==> src/rtl/stim_pkg.sv <==
// stim_pkg: shared mode/state encodings and constants for the pulse generator
package stim_pkg;
  typedef enum logic [1:0] {OFF = 2'd0, PERIODIC = 2'd1, ONESHOT = 2'd2, BURST = 2'd3} mode_e;
  typedef enum logic [1:0] {IDLE = 2'd0, HIGH = 2'd1, LOW = 2'd2} state_e;
  localparam int MIN_PERIOD = 2;
endpackage

==> src/rtl/stim_pulse_channel.sv <==
// stim_pulse_channel: one pulse channel with shadow/active config, clamping and phase FSM
module stim_pulse_channel
  import stim_pkg::*;
#(
  parameter int CNT_W   = 16,
  parameter int WID_W   = 8,
  parameter int BURST_W = 8
) (
  input  logic               sysclk,
  input  logic               rst,
  input  logic               cfg_we,
  input  mode_e              cfg_mode,
  input  logic [CNT_W-1:0]   cfg_period,
  input  logic [WID_W-1:0]   cfg_width,
  input  logic [BURST_W-1:0] cfg_count,
  input  logic               start,
  input  logic               stop,
  output logic               pulse_out,
  output logic               busy,
  output logic               done
);
  mode_e sh_mode, mode;
  state_e state, state_n;
  logic [CNT_W-1:0] sh_period, period, width, cp, wz, cw, cnt, cnt_n;
  logic [WID_W-1:0] sh_width;
  logic [BURST_W-1:0] sh_count, cc, rem, rem_n;
  logic ld;
  // Shadow config, written at any time, only consumed at load points
  always_ff @(posedge sysclk or posedge rst) begin
    if (rst) begin
      sh_mode   <= OFF;
      sh_period <= CNT_W'(2);
      sh_width  <= WID_W'(1);
      sh_count  <= BURST_W'(1);
    end else if (cfg_we) begin
      sh_mode   <= cfg_mode;
      sh_period <= cfg_period;
      sh_width  <= cfg_width;
      sh_count  <= cfg_count;
    end
  end
  // Clamp shadow values so the width and low-phase counters can never wrap
  always_comb begin
    cp = (sh_period < CNT_W'(MIN_PERIOD)) ? CNT_W'(MIN_PERIOD) : sh_period;
    wz = (sh_width == '0) ? CNT_W'(1) : CNT_W'(sh_width);
    cw = (wz >= cp) ? cp - CNT_W'(1) : wz;
    cc = (sh_count == '0) ? BURST_W'(1) : sh_count;
  end
  // Next-state: counters reload on phase entry, config reloads on each new pulse
  always_comb begin
    state_n = state;
    cnt_n   = cnt;
    rem_n   = rem;
    ld      = 1'b0;
    if (stop) state_n = IDLE;
    else if (state == IDLE) begin
      if (start && !pulse_out && sh_mode != OFF) begin
        state_n = HIGH;
        ld      = 1'b1;
        cnt_n   = cw - CNT_W'(1);
        rem_n   = cc;
      end
    end else if (cnt != '0) cnt_n = cnt - CNT_W'(1);
    else if (state == HIGH) begin
      if (mode == ONESHOT || (mode == BURST && rem == BURST_W'(1))) state_n = IDLE;
      else begin
        state_n = LOW;
        cnt_n   = period - width - CNT_W'(1);
        rem_n   = rem - BURST_W'(1);
      end
    end else if (sh_mode == OFF) state_n = IDLE;
    else begin
      state_n = HIGH;
      ld      = 1'b1;
      cnt_n   = cw - CNT_W'(1);
      rem_n   = (mode == BURST) ? rem : cc;
    end
  end
  // State, active config and registered outputs
  always_ff @(posedge sysclk or posedge rst) begin
    if (rst) begin
      state     <= IDLE;
      cnt       <= '0;
      rem       <= BURST_W'(1);
      mode      <= OFF;
      period    <= CNT_W'(2);
      width     <= CNT_W'(1);
      pulse_out <= 1'b0;
      done      <= 1'b0;
    end else begin
      state     <= state_n;
      cnt       <= cnt_n;
      rem       <= rem_n;
      mode      <= ld ? sh_mode : mode;
      period    <= ld ? cp : period;
      width     <= ld ? cw : width;
      pulse_out <= state == HIGH && !stop;
      done      <= state == IDLE && pulse_out && !stop;
    end
  end
  assign busy = state != IDLE || pulse_out;
endmodule

==> src/rtl/stim_pulse_gen.sv <==
// stim_pulse_gen: multi-channel programmable periodic/one-shot/burst pulse generator
module stim_pulse_gen
  import stim_pkg::*;
#(
  parameter int  CHANNELS = 2,
  parameter int  CNT_W    = 16,
  parameter int  WID_W    = 8,
  parameter int  BURST_W  = 8,
  localparam int CH_W     = CHANNELS > 1 ? $clog2(CHANNELS) : 1
) (
  input  logic                sysclk,
  input  logic                rst,
  input  logic                cfg_we,
  input  logic [CH_W-1:0]     cfg_ch,
  input  logic [1:0]          cfg_mode,
  input  logic [CNT_W-1:0]    cfg_period,
  input  logic [WID_W-1:0]    cfg_width,
  input  logic [BURST_W-1:0]  cfg_count,
  input  logic [CHANNELS-1:0] start,
  input  logic [CHANNELS-1:0] stop,
  output logic [CHANNELS-1:0] pulse_out,
  output logic [CHANNELS-1:0] busy,
  output logic [CHANNELS-1:0] done
);
  for (genvar c = 0; c < CHANNELS; c++) begin : g_ch
    stim_pulse_channel #(.CNT_W(CNT_W), .WID_W(WID_W), .BURST_W(BURST_W)) u_ch (
      .sysclk    (sysclk),
      .rst       (rst),
      .cfg_we    (cfg_we && cfg_ch == CH_W'(c)),
      .cfg_mode  (mode_e'(cfg_mode)),
      .cfg_period(cfg_period),
      .cfg_width (cfg_width),
      .cfg_count (cfg_count),
      .start     (start[c]),
      .stop      (stop[c]),
      .pulse_out (pulse_out[c]),
      .busy      (busy[c]),
      .done      (done[c])
    );
  end
endmodule

==> config.mk <==
export PLATFORM = sky130hd
export DESIGN_NAME = stim_pulse_gen
export DESIGN_NICKNAME = d
export VERILOG_FILES = /design/src/rtl/stim_pkg.sv /design/src/rtl/stim_pulse_channel.sv /design/src/rtl/stim_pulse_gen.sv
export SDC_FILE = /design/constraint.sdc
export NUM_CORES = 1
export LEC_CHECK = 0
export ABC_AREA = 1
export BUFFER_PORTS_ARGS = -buffer_cell sky130_fd_sc_hd__buf_2
export CORE_MARGIN = 2
export CORE_UTILIZATION = 45
export CTS_CLUSTER_SIZE = 25
export DETAILED_ROUTE_END_ITERATION = 7
export SLEW_MARGIN = 0
export SYNTH_ARGS = -nofsm -noshare
export SYNTH_HDL_FRONTEND = slang
export SYNTH_SLANG_ARGS = --single-unit
==> constraint.sdc <==
create_clock -name sysclk -period 10 [get_ports sysclk]
set_input_delay 2 -clock sysclk [delete_from_list [all_inputs] [get_ports sysclk]]
set_output_delay 2 -clock sysclk [all_outputs]
set_load 0.01 [all_outputs]
# Word-level counts from Yosys, hierarchy flattened
# Index checks and enable logic that the tools add are counted.
# word_totals
in_bits,42
reg_bits,192
word_cells,171
output_inout_bits,6
# classes
n_lt_le_gt_ge,4
muxes,60
n_bitwise,3
addsub,12
n_eq_ne,26
reduce_logical,42
# ops
cell,n
$mux W16,16
$mux W8,18
$sub A16 B1 Y16 const B,8
$ge A16 B16 Y1,2
$logic_not A8 Y1,4
$lt A16 B2 Y1 const B,2
$reduce_bool A16 Y1,2
$sub A16 B16 Y16,2
$mux W2,12
$eq A8 B1 Y1 const B,2
$sub A8 B1 Y8 const B,2
$logic_and A1 B1 Y1,14
$mux W1,14
$ne A3 B1 Y1 const B,4
$ne A3 B2 Y1 const B,4
$reduce_and A6 Y1,2
$eq A2 B2 Y1 const B,4
$logic_not A2 Y1,4
$ne A4 B1 Y1 const B,2
$ne A4 B2 Y1 const B,2
$reduce_and A4 Y1,2
$reduce_bool A2 Y1,4
$ne A3 B3 Y1 const B,2
$eq A2 B1 Y1 const B,2
6 further kinds,17

# Longest topological paths before layout
# logic_depth
ltp_word,9
depth_mapped,31
mapped_depth_nobuf,30

# Hierarchy
# Synthesis repeated with hierarchy kept, for this count alone.
# unflattened
cells_unflattened,1690
hier_area_um2,12423.2
# by_module_without_submodules
module,n_inst,seq_area_each_um2,area_per_inst_um2,cells_per_inst
stim_pulse_channel (g_ch[1].u_ch),1,2409.8,6218.5,852
stim_pulse_channel (g_ch[0].u_ch),1,2409.8,6187.2,834
stim_pulse_gen,1,0.0,17.5,4

# Worst setup path before layout
# No wires, ideal clock.
# synth_timing
path_type,register to output
startpoint,reg g_ch[1].u_ch.state[1]
endpoint,out busy[1]
t_required_ns,8.000
path_stages_with_launch,5
n_path_buf,2
setup_slack_ns,6.875
t_arrival_ns,1.125
path_cell_list,dfrtp_1 nor2_1 clkbuf_1 nand2_1 buf_4
# synth_via
elab_chain_len,2
# synth_lines
element,line_no,text
from (decl),stim_pulse_channel.sv:23,"state_e state, state_n;"
from (signal assigned),stim_pulse_channel.sv:91,state <= state_n;
$reduce_bool A2 Y1,stim_pulse_channel.sv:101,assign busy = state != IDLE || pulse_out;
$logic_or A1 B1 Y1,stim_pulse_channel.sv:101,
to (decl),stim_pulse_gen.sv:22,"output logic [CHANNELS-1:0] busy,"
# Every way passes these cells.

# Worst setup path after layout
# layout_timing
startpoint,reg g_ch[0].u_ch.state[1]
endpoint,out busy[0]
# layout_via
elab_chain_len,2
# layout_lines
element,line_no
from (decl),stim_pulse_channel.sv:23
from (signal assigned),stim_pulse_channel.sv:91
$reduce_bool A2 Y1,stim_pulse_channel.sv:101
$logic_or A1 B1 Y1,stim_pulse_channel.sv:101
# Every way passes these cells.

==> impl_metrics.py <==
metrics = {
    "synth": {
        "ys_warn_count": 0,
        "synthCells": 1685,
        "ys_types": 53,
        "synth_ff_type": "dfrtp_1",
        "yosys.area_share.simple_pct": 26.5,
        "ys_ff_latch": 192,
        "synth_fa_ha_area_share_pct": 6.33,
        "synth-compound-area-share_pct": 15.0,
        "synth-xor-area-share_pct": 2.97,
        "syn-num-nets": 1787,
        "async_flop_share_pct": 100,
        "synth_seq_area_share_pct": 39.9,
        "syn-cell-area_mm2": 0.0121,
        "synth_edf_count": 0,
        "synth.avg_cell_area_um2": 7.18,
        "muxShareOfSynthArea_pct": 0,
        "synth_top_family_by_area": "simple AND/OR/NAND/NOR gates",
    },
    "drt": {
        "drt_iter0_markers": 686,
        "drtAntennaViolNets": 0,
        "vias_per_cell": 5.17,
        "drc": 0,
        "first_pass_iters": 5,
        "drt_wl_total_um": 29800,
        "wl_per_cell_um": 14.6,
        "vias": 10600,
    },
    "floorplanning": {
        "die_h_um": 168,
        "core_area_mm2": 0.0267,
        "fp-row-count": 60,
        "die-width_um": 168,
        "start_util_pct": 45.4,
        "dieArea_mm2": 0.0282,
        "ios": 48,
    },
    "clock_tree": {
        "path_clk_slew_ns": 0.08,
        "clk_latency_ns": 0.44,
        "cts-root-buf": "clkbuf_16",
        "cts_buffers": 17,
        "cts-hold-fix-buffers": 0,
        "htreeDepth": 4,
        "numClockSinks": 192,
        "cts_setup_buffers": 0,
        "cts_tree": "yes",
        "cts_buffer_depth": 2,
        "cts_resized": 0,
    },
    "finish": {
        "drive_above_1_share_pct": 8.08,
        "nNetsFinal": 1797,
        "antenna_cells": 0,
        "post-route-util_pct": 49.3,
        "final_cell_mix": "nand2_1, inv_1, dfrtp_1, o21ai_0, nor2_1",
        "mostFrequentLayoutCell": "nand2_1",
        "syn_to_final_growth_pct": 8.75,
    },
    "pwr": {
        "ir_worst_vdd_uv": 115,
        "p_per_area_mw_per_mm2": 264,
        "combPwrFrac_pct": 44.1,
        "power_frac_clock_pct": 21.2,
        "p_sw_mw": 1.48,
        "p_leak_nw": 6.73,
        "seqPwrFrac_pct": 34.6,
        "p_int_mw": 1.99,
        "swShare_pct": 42.8,
    },
    "placed_design": {
        "dp_hpwl_um": 22200,
        "dp_slack_ns": 5.97,
        "place.gp.congestion": 0.899,
        "io_buffers": 47,
    },
    "critical_path": {
        "worst-r2r-cell-count": 30,
        "end_kind": "primary output",
        "crit_required_ns": 8.00,
        "r2r_end": "g_ch[1].u_ch.cnt[12]",
        "crit_arrival_ns": 2.14,
        "reg2reg_slack_ns": 6.06,
        "reg2reg_from": "g_ch[1].u_ch.sh_period[9]",
        "path_class": "reg -> out",
        "crit_fanout": 13,
        "critPathLaunchType": "flip-flop",
    },
    "sta": {
        "rsz0062_at_grt": "no",
        "max_freq_ghz": 0.242,
        "max_slew.worst_pin.slew_ns": 1.13,
        "setup_tns_ns": 0,
        "post-route-period-util_pct": 41.4,
        "setup_viol": 0,
        "min_period_ns": 4.14,
        "finalWorstSetupSlack_ns": 5.86,
        "relSlewSlack_pct": 24.4,
        "drv_slew": 0,
        "clock_skew_ns": 0.0159,
        "hold_viol": 0,
    },
    "global_route": {
        "antenna_found_initial": 0,
        "grt_pass1_vias": 10200,
        "grt_pass1_wl_um": 50900,
        "grt_overflow_total": 0,
        "grt_max_degree": 121,
        "track_usage_pct": 22.2,
    },
    "hold_path": {
        "min_path_type": "reg -> reg",
        "hold_depth": 2,
        "hp-start": "g_ch[1].u_ch.width[2]",
        "min_to": "g_ch[1].u_ch.width[2]",
    },
    "flow_run": {
        "cap_violations": 0,
    },
    "run_status": {
        "outcome": "completed",
    },
}
[area by class of cell]
class	count	area (um^2)
Fill cell	2727	13500
Multi-Input combinational cell	1206	6140
Timing Repair Buffer	53	280
Clock inverter	13	174
Tap cell	341	427
Inverter	225	852
Sequential cell	192	4820
Clock buffer	19	453
[per-stage QoR]
step	hold slack, ns	power, mW	cells	cell area (um^2)
after floorplan	0.446	2.37	1685	12100
after global placement	0.465	2.71	2017	12500
after detailed placement	0.471	2.73	2017	12500
after CTS	0.489	3.48	2049	13200
after global routing	0.510	3.80	2049	13200
final	0.490	3.47	2049	13200
[registers in the layout, indices dropped and copies added, names as in the netlist]
register and cells:
g_ch.u_ch.done 2, g_ch.u_ch.width 32, g_ch.u_ch.cnt 32, g_ch.u_ch.sh_period 32, g_ch.u_ch.period 32, g_ch.u_ch.sh_count 16
g_ch.u_ch.pulse_out 2, g_ch.u_ch.state 4, g_ch.u_ch.mode 4, g_ch.u_ch.rem 16, g_ch.u_ch.sh_width 16, g_ch.u_ch.sh_mode 4
[power by group through the flow]
stage	Combinational, mW	Clock (mW)	Sequential, mW
after floorplan	1.22	0	1.15
after global placement	1.50	0	1.21
after detailed placement	1.52	0	1.21
after CTS	1.53	0.754	1.20
after global routing	1.77	0.786	1.23
final	1.53	0.737	1.20
[cell usage after synthesis, types with 3 or more instances]
library cell	number	area [um^2]
nor2_4	4	45.0
clkinv_1	3	11.3
buf_2	11	55.1
nor2_1	133	499
clkbuf_1	38	143
nor2_2	6	37.5
or2_2	6	37.5
a31oi_1	7	43.8
o21ai_0	176	881
inv_2	11	41.3
a21o_1	7	52.6
nand3_1	88	440
inv_1	211	792
nor3_1	24	120
dfstp_2	12	315
o221ai_1	3	26.3
dfrtp_1	180	4500
a21oi_1	96	480
ha_1	58	726
o21a_1	3	22.5
xor2_1	29	254
nand2_2	4	25.0
nand2_1	473	1780
buf_4	9	67.6
o211ai_1	3	22.5
xnor2_1	12	105
o21ai_1	15	75.1
buf_1	3	11.3
nor4_1	6	37.5
o22ai_1	6	37.5
nand4_1	14	87.6
o31ai_1	4	30.0
[worst max-delay path by stage]
stage | slack, ns | from | end
after global routing | 5.63 | g_ch[1].u_ch.sh_period[9] | g_ch[1].u_ch.cnt[12]
after CTS | 5.83 | g_ch[0].u_ch.state[1] | busy[0]
after global placement | 6.05 | start[0] | g_ch[0].u_ch.width[8]
after floorplan | 2.79 | rst | g_ch[0].u_ch.cnt[0]
final | 5.86 | g_ch[0].u_ch.state[1] | busy[0]
after detailed placement | 5.97 | start[0] | g_ch[0].u_ch.width[14]
[cells by family (layout without fill, tap and decap cells)]
group,Yosys count,in the layout
AND/OR/NAND/NOR,768,768
AO/OA/AOI/OAI,337,337
buffers and inverters,287,310
flip-flops,192,192
adder cells (fa/ha/maj),60,60
XOR/XNOR,41,41
[routing by layer]
metal / global-route usage [%] / up-vias / wire length (um)
met3: 3.06 / 28 / 1010
met4: 5.75 / 0 / 452
met5: 0 / - / 0
met2: 33.9 / 171 / 12900
met1: 33.0 / 4960 / 15500
li1: - / 5444 / -
[critical path, cell delays in order (launching register included)]
cell and delay (ns):
dfrtp_1 0.50, nor2_1 0.90, nand2_1 0.12, buf_2 0.19
No activity file was read; power rests on OpenSTA's default activity.
